### src/rtl/dff_reg_arbiter_pkg.sv
// Shared types and helpers for the round-robin arbitrated flop register.
// Holds the FSM state encoding and the pointer-width helper.
package dff_reg_arbiter_pkg;

    localparam int unsigned STATE_W = 2;

    localparam logic [STATE_W-1:0] ENC_IDLE = 2'd0;
    localparam logic [STATE_W-1:0] ENC_LOAD = 2'd1;
    localparam logic [STATE_W-1:0] ENC_ACK  = 2'd2;

    typedef enum logic [STATE_W-1:0] {
        ST_IDLE = ENC_IDLE,
        ST_LOAD = ENC_LOAD,
        ST_ACK  = ENC_ACK
    } state_t;

    // Bits needed to index N requesters; never narrower than one bit.
    function automatic int unsigned ptr_width(input int unsigned n);
        return (n > 1) ? $clog2(n) : 1;
    endfunction

endpackage

### src/rtl/dff_reg_arbiter_if.sv
// Requester-side bus of the shared register: request/data in, grant/ack/status out.
// The arbiter uses the slave modport, client logic uses the master modport.
interface dff_reg_arbiter_if #(
    parameter int unsigned N     = 4,
    parameter int unsigned WIDTH = 8
);

    logic [N-1:0]       req;
    logic [N*WIDTH-1:0] wdata;
    logic [N-1:0]       grant;
    logic [N-1:0]       ack;
    logic               busy;
    logic [WIDTH-1:0]   Q;
    logic [WIDTH-1:0]   not_Q;

    modport master (
        output req,
        output wdata,
        input  grant,
        input  ack,
        input  busy,
        input  Q,
        input  not_Q
    );

    modport slave (
        input  req,
        input  wdata,
        output grant,
        output ack,
        output busy,
        output Q,
        output not_Q
    );

endinterface

### src/rtl/dff_reg_arbiter_dff_syn_reg.sv
// WIDTH-bit synchronous-reset D flip-flop register with load enable.
// not_Q is the bitwise complement of Q at all times.
module dff_syn_reg #(
    parameter int unsigned           WIDTH     = 8,
    parameter logic [WIDTH-1:0]      RESET_VAL = '0
) (
    input  logic             clk,
    input  logic             reset,
    input  logic             en,
    input  logic [WIDTH-1:0] D,
    output logic [WIDTH-1:0] Q,
    output logic [WIDTH-1:0] not_Q
);

    always_ff @(posedge clk) begin
        if (reset) begin
            Q <= RESET_VAL;
        end else if (en) begin
            Q <= D;
        end
    end

    assign not_Q = ~Q;

endmodule

### src/rtl/dff_reg_arbiter.sv
// Round-robin arbiter sharing one flop register among N requesters.
// Each transfer walks IDLE -> LOAD -> ACK -> IDLE; a withdrawn request aborts in LOAD.
module dff_reg_arbiter
    import dff_reg_arbiter_pkg::*;
#(
    parameter int unsigned      N         = 4,
    parameter int unsigned      WIDTH     = 8,
    parameter logic [WIDTH-1:0] RESET_VAL = '0
) (
    input  logic                clk,
    input  logic                reset,
    dff_reg_arbiter_if.slave    bus
);

    localparam int unsigned   PW   = ptr_width(N);
    localparam logic [PW-1:0] LAST = PW'(N - 1);

    state_t           state;
    state_t           state_nxt;
    logic [PW-1:0]    ptr;
    logic [PW-1:0]    ptr_nxt;
    logic [PW-1:0]    winner;
    logic [PW-1:0]    winner_nxt;
    logic [PW-1:0]    pick_c;
    logic             found_c;
    logic [N-1:0]     grant_q;
    logic [N-1:0]     grant_nxt;
    logic [N-1:0]     ack_q;
    logic [N-1:0]     ack_nxt;
    logic             busy_q;
    logic             busy_nxt;
    logic             reg_en_c;
    logic [WIDTH-1:0] ld_data_c;
    logic [WIDTH-1:0] q_w;
    logic [WIDTH-1:0] not_q_w;

    function automatic logic [N-1:0] onehot(input logic [PW-1:0] idx);
        return N'(1) << idx;
    endfunction

    // Requester index base+off, wrapped modulo N.
    function automatic logic [PW-1:0] rr_idx(input logic [PW-1:0] base,
                                             input int unsigned off);
        int unsigned s;
        s = 32'(base) + off;
        if (s >= N) begin
            s = s - N;
        end
        return PW'(s);
    endfunction

    // First active request at or after ptr, wrapping.
    always_comb begin
        found_c = 1'b0;
        pick_c  = ptr;
        for (int unsigned k = 0; k < N; k++) begin
            if (!found_c && bus.req[rr_idx(ptr, k)]) begin
                found_c = 1'b1;
                pick_c  = rr_idx(ptr, k);
            end
        end
    end

    // Data mux for the current winner.
    always_comb begin
        ld_data_c = '0;
        for (int unsigned i = 0; i < N; i++) begin
            if (winner == PW'(i)) begin
                ld_data_c = bus.wdata[i*WIDTH +: WIDTH];
            end
        end
    end

    always_ff @(posedge clk) begin
        if (reset) begin
            state   <= ST_IDLE;
            ptr     <= '0;
            winner  <= '0;
            grant_q <= '0;
            ack_q   <= '0;
            busy_q  <= 1'b0;
        end else begin
            state   <= state_nxt;
            ptr     <= ptr_nxt;
            winner  <= winner_nxt;
            grant_q <= grant_nxt;
            ack_q   <= ack_nxt;
            busy_q  <= busy_nxt;
        end
    end

    always_comb begin
        state_nxt  = state;
        ptr_nxt    = ptr;
        winner_nxt = winner;
        grant_nxt  = grant_q;
        ack_nxt    = '0;
        reg_en_c   = 1'b0;

        case (state)
            ST_IDLE: begin
                grant_nxt = '0;
                if (found_c) begin
                    winner_nxt = pick_c;
                    grant_nxt  = onehot(pick_c);
                    state_nxt  = ST_LOAD;
                end
            end
            ST_LOAD: begin
                if (bus.req[winner]) begin
                    reg_en_c  = 1'b1;
                    ack_nxt   = onehot(winner);
                    state_nxt = ST_ACK;
                end else begin
                    // Withdrawn request: drop the grant, keep ptr so the search restarts from it.
                    grant_nxt = '0;
                    state_nxt = ST_IDLE;
                end
            end
            ST_ACK: begin
                grant_nxt = '0;
                ptr_nxt   = (winner == LAST) ? '0 : winner + 1'b1;
                state_nxt = ST_IDLE;
            end
            default: begin
                grant_nxt = '0;
                state_nxt = ST_IDLE;
            end
        endcase

        busy_nxt = (state_nxt != ST_IDLE);
    end

    dff_syn_reg #(
        .WIDTH     (WIDTH),
        .RESET_VAL (RESET_VAL)
    ) u_reg (
        .clk   (clk),
        .reset (reset),
        .en    (reg_en_c),
        .D     (ld_data_c),
        .Q     (q_w),
        .not_Q (not_q_w)
    );

    assign bus.grant = grant_q;
    assign bus.ack   = ack_q;
    assign bus.busy  = busy_q;
    assign bus.Q     = q_w;
    assign bus.not_Q = not_q_w;

endmodule

### src/flat_wrapper.sv
// flat-port wrapper written by rule: the top's interface ports become plain ports
module dff_reg_arbiter_flat import dff_reg_arbiter_pkg::*;
#(
    parameter int unsigned      N         = 4,
    parameter int unsigned      WIDTH     = 8,
    parameter logic [WIDTH-1:0] RESET_VAL = '0
)
  (clk, reset, bus_req, bus_wdata, bus_grant, bus_ack, bus_busy, bus_Q, bus_not_Q);
  dff_reg_arbiter_if #(.N(N), .WIDTH(WIDTH)) bus_i ();
  input  logic clk;
  input  logic reset;
  input wire logic [$bits(bus_i.req)-1:0] bus_req;
  input wire logic [$bits(bus_i.wdata)-1:0] bus_wdata;
  output wire logic [$bits(bus_i.grant)-1:0] bus_grant;
  output wire logic [$bits(bus_i.ack)-1:0] bus_ack;
  output wire logic [$bits(bus_i.busy)-1:0] bus_busy;
  output wire logic [$bits(bus_i.Q)-1:0] bus_Q;
  output wire logic [$bits(bus_i.not_Q)-1:0] bus_not_Q;
  assign bus_i.req = bus_req;
  assign bus_i.wdata = bus_wdata;
  assign bus_grant = bus_i.grant;
  assign bus_ack = bus_i.ack;
  assign bus_busy = bus_i.busy;
  assign bus_Q = bus_i.Q;
  assign bus_not_Q = bus_i.not_Q;
  dff_reg_arbiter #(.N(N), .WIDTH(WIDTH), .RESET_VAL(RESET_VAL)) u_core (.clk(clk), .reset(reset), .bus(bus_i));
endmodule
### config.mk
export PLATFORM = sky130hd
export DESIGN_NAME = dff_reg_arbiter_flat
export DESIGN_NICKNAME = d
export VERILOG_FILES = /design/src/rtl/dff_reg_arbiter_pkg.sv /design/src/rtl/dff_reg_arbiter_if.sv /design/src/rtl/dff_reg_arbiter_dff_syn_reg.sv /design/src/rtl/dff_reg_arbiter.sv /design/src/flat_wrapper.sv
export SDC_FILE = /design/constraint.sdc
export NUM_CORES = 1
export LEC_CHECK = 0
export ABC_AREA = 1
export CELL_PAD_IN_SITES_DETAIL_PLACEMENT = 0
export CELL_PAD_IN_SITES_GLOBAL_PLACEMENT = 1
export CORE_UTILIZATION = 29
export CTS_CLUSTER_SIZE = 10
export DETAILED_ROUTE_END_ITERATION = 16
export GPL_ROUTABILITY_DRIVEN = 0
export GPL_TIMING_DRIVEN = 1
export HOLD_SLACK_MARGIN = 0.08
export PLACE_DENSITY_LB_ADDON = 0.08
export SLEW_MARGIN = 20
export SYNTH_ARGS = -nofsm -noshare
export SYNTH_HDL_FRONTEND = slang
export SYNTH_HIERARCHICAL = 1
export SYNTH_SLANG_ARGS = --single-unit
### constraint.sdc
create_clock -name clk -period 2.5 [get_ports clk]
set_input_delay 0.5 -clock clk [delete_from_list [all_inputs] [get_ports clk]]
set_output_delay 0.5 -clock clk [all_outputs]
set_load 0.01 [all_outputs]
==> metrics.txt <==
run status=finished, final reports clean; number of clock buffers inserted by TritonCTS=3; largest net degree at the start of global routing=17; TritonCTS Sinks=23; Final Max Tran Viols=0; Worst Clk Skew=4.655 ps; main combinational cell family by area after synthesis=simple AND/OR/NAND/NOR gates; multi-input gate area in the final layout=~960 um2; critical path's top delay family=flip-flops; number of standard cells after synthesis=264; slowest cell on the critical path=sky130_fd_sc_hd__dfxtp_1; worst reg2reg setup slack=roughly 610 ps; total core area=between 5000 and 6000 um2; busiest metal layer after global routing=met2; setup TNS=0 ps; clock latency reported for the late side of the worst-skew pair=about 260 ps; flops & latches, synth=23; vias per inst=4.393; number of buffers inserted by port buffering=between 60 and 70; required time at the endpoint of the critical path=2660 ps; via count=~1700; power per unit of standard cell area=645.2 nW/um2; RSZ-0062 raised after global routing=false; Detailed Place HPWL=3420 um; CTS clk-pin slew, worst paths=80 ps; Detailed Route WL=4279 um; maximum buffer depth of the clock tree=2; distinct cell type count of the synthesized netlist=25; number of DRC markers after the initial detailed-route iteration=31; top cells by area in the synthesized netlist=sky130_fd_sc_hd__dfxtp_1 (28%), sky130_fd_sc_hd__nand2_1 (21%), sky130_fd_sc_hd__inv_1 (7.6%); critical path endpoint category=flip-flop; Inserted Diodes=0; master cell of the clock root buffer=sky130_fd_sc_hd__clkbuf_8; sequential share of the synthesized area=between 20% and 30%; GRT met1 Usage=18.50%; VDD IR-drop max=276.6 uV; Layout Nets=370; worst reg2reg startpoint=u_core/winner[0]; worst endpoint data arrival time=roughly 2000 ps; Horiz. Die Dim=76.92 um; slowest stage delay, CP=540 ps; Layout area overhead=44.43%; floorplan row count=26; met3 track utilization from global routing=3.810%; global-route wire length before repair=approximately 7400 um; proportion of layout cells with a drive suffix above 1=between 10% and 20%; global route total overflow=0; cell area after synthesis=1628 um2; Die Y-Extent=around 77 um; buffering stage count on the worst path with inverters included=2; max cap viols=0; minimum clock period=1887 ps; vias in the first global route=between 1500 and 2000; Pre-antenna DRT Iters=4; startpoint type of the worst setup path=flip-flop; Hold Crit Start=u_core/bus.grant[3]; share of synthesized area spent on multiplexers=0%; final antenna-violating net count=0; cell type contributing the most total cell area after synthesis=sky130_fd_sc_hd__dfxtp_1; actual transition at the worst max-transition pin=453.0 ps; Post-Synth Simple-Gate Area=45.89%; launch point of the critical path=u_core/winner[0]; number of ports placed on the die boundary=63; post-synthesis compound-gate area fraction=under 10%; Layout fillers=595; net count of the mapped netlist=306; share of the synthesized area in the top cell type=about 28%; Initial Utilization=30.89%; worst hold path type=flip-flop to flip-flop; Cell Chain, Critical Path=ha_1 -> nor2_1 -> buf_4 -> a221oi_1 -> o31ai_1 -> inv_1 -> nand2_1 -> nand2_1 -> nor2_1; syn avg cell area=6.166 um2; highest clock rate=529.9 MHz; fraction of the mapped netlist area in adder cells=3.075%; post-cts resize count=0; fraction of the cycle the final worst path needs=75.49%; hold violation total from the final report=0; Seq. cell area=460.4 um2; total die area=5917 um2; Global Route met2 Usage=around 28%; drc violations=0; CTS Hold Bufs=0; buffers inserted during post-CTS setup optimization=0; maximum level of the CTS H-tree=1; highest fanout seen on the critical path=9; critical path start-end classification=flip-flop to flip-flop; Global Route Usage Sum=15.43%; average detailed-routed wire length per instance=10.78 um; setup violation total in the final timing report=0; parity-gate share of the synthesized area counting xor and xnor cells=0%; initial antenna violation count=0; CTS tree=yes; final total power=0.001517 W; standby leakage power=1.077 nW; total number of yosys warnings=6; Worst slew margin=roughly 70%
## synthesized netlist by cell type
master / count
sky130_fd_sc_hd__clkbuf_1: 3
sky130_fd_sc_hd__nand3_1: 13
sky130_fd_sc_hd__nand4_4: 1
sky130_fd_sc_hd__nand2_4: 1
sky130_fd_sc_hd__nor3_1: 4
sky130_fd_sc_hd__inv_6: 1
sky130_fd_sc_hd__nand2_2: 12
sky130_fd_sc_hd__buf_6: 5
sky130_fd_sc_hd__nor2_2: 4
sky130_fd_sc_hd__nor2_1: 28
sky130_fd_sc_hd__a221oi_1: 1
sky130_fd_sc_hd__a21oi_2: 1
sky130_fd_sc_hd__ha_1: 4
sky130_fd_sc_hd__o21ai_1: 4
sky130_fd_sc_hd__inv_1: 33
sky130_fd_sc_hd__nand4_2: 1
sky130_fd_sc_hd__a21oi_1: 19
sky130_fd_sc_hd__dfxtp_1: 23
sky130_fd_sc_hd__nand2_1: 93
sky130_fd_sc_hd__o31ai_1: 1
sky130_fd_sc_hd__nand3_2: 4
sky130_fd_sc_hd__inv_2: 2
sky130_fd_sc_hd__nor2_4: 2
sky130_fd_sc_hd__o21ai_0: 3
sky130_fd_sc_hd__a211oi_1: 1
## path summary, 6_finish.rpt
path                               to  cells after the start
hold reg to reg   u_core/bus.grant[3]                      2
setup reg to reg    u_core/u_reg/Q[6]                      9
hold / removal    u_core/bus.grant[3]                      2
setup / recovery    u_core/u_reg/Q[6]                      9
## worst min-delay path, delay by kind of cell (launching register included)
family	cells	cell delay [ps]
simple gates	2	100
flops	1	310
## cell usage in the layout, fill, tap and decap left out, types with 2 or more instances in the layout
cell                              netlist  layout
sky130_fd_sc_hd__nand2_1               93      93
sky130_fd_sc_hd__dfxtp_1               23      23
sky130_fd_sc_hd__nor2_2                 4       4
sky130_fd_sc_hd__nor3_1                 4       4
sky130_fd_sc_hd__clkbuf_8               0       3
sky130_fd_sc_hd__nand3_2                4       4
sky130_fd_sc_hd__inv_1                 33      33
sky130_fd_sc_hd__clkdlybuf4s50_1        0      62
sky130_fd_sc_hd__o21ai_0                3       3
sky130_fd_sc_hd__inv_2                  2       2
sky130_fd_sc_hd__nand3_1               13      13
sky130_fd_sc_hd__ha_1                   4       4
sky130_fd_sc_hd__nor2_4                 2       2
sky130_fd_sc_hd__nand2_2               12      12
sky130_fd_sc_hd__nor2_1                28      28
sky130_fd_sc_hd__o21ai_1                4       4
sky130_fd_sc_hd__a21oi_1               19      19
sky130_fd_sc_hd__buf_4                  0       5
## registers in the layout, indices dropped and copies added (netlist names)
| register | cells |
|---|---|
| u_core/u_reg/Q | 8 |
| u_core/bus.busy | 1 |
| u_core/bus.ack | 4 |
| u_core/winner | 2 |
| u_core/state | 2 |
| u_core/bus.grant | 4 |
| u_core/ptr | 2 |
## area by class of cell
type                       count  area share [%]
multi-input combinational    197           40.82
timing repair buffer          67           27.99
sequential                    23           19.58
inverter                      36           5.961
tap                           70           3.725
clock buffer                   4           1.916
## metal layers
metal	routed length, um	up-vias	part of all wire, %
met3	253	2	5.9
met1	1987	753	46
li1	-	938	-
met2	2034	51	48
met4	4	0	0.093
met5	0	-	0
## where the power goes
part | switching [W] | internal (W)
combinational | 0.000445 | 0.000369
clock | 0.000110 | 0.000113
sequential | 0.0000519 | 0.000427
## stage by stage
stage	hold slack, ps	setup slack, ps	utilization (%)	area (um2)	instances
floorplan	473.5	733.7	-	1628	264
global placement	441.1	407.5	43.76	2306	393
detailed placement	442.6	388.8	43.76	2306	393
CTS	456.4	564.0	44.61	2351	397
global route	479.7	414.6	44.61	2351	397
finish	449.2	612.7	44.61	2351	397
## cells by family (layout without fill, tap and decap cells)
kind of cell,after synthesis,after routing
simple gates,163,163
buf+inv,44,107
compound gates,30,30
flops,23,23
fa+ha+maj,4,4
Power figures use the tool's default switching activity.
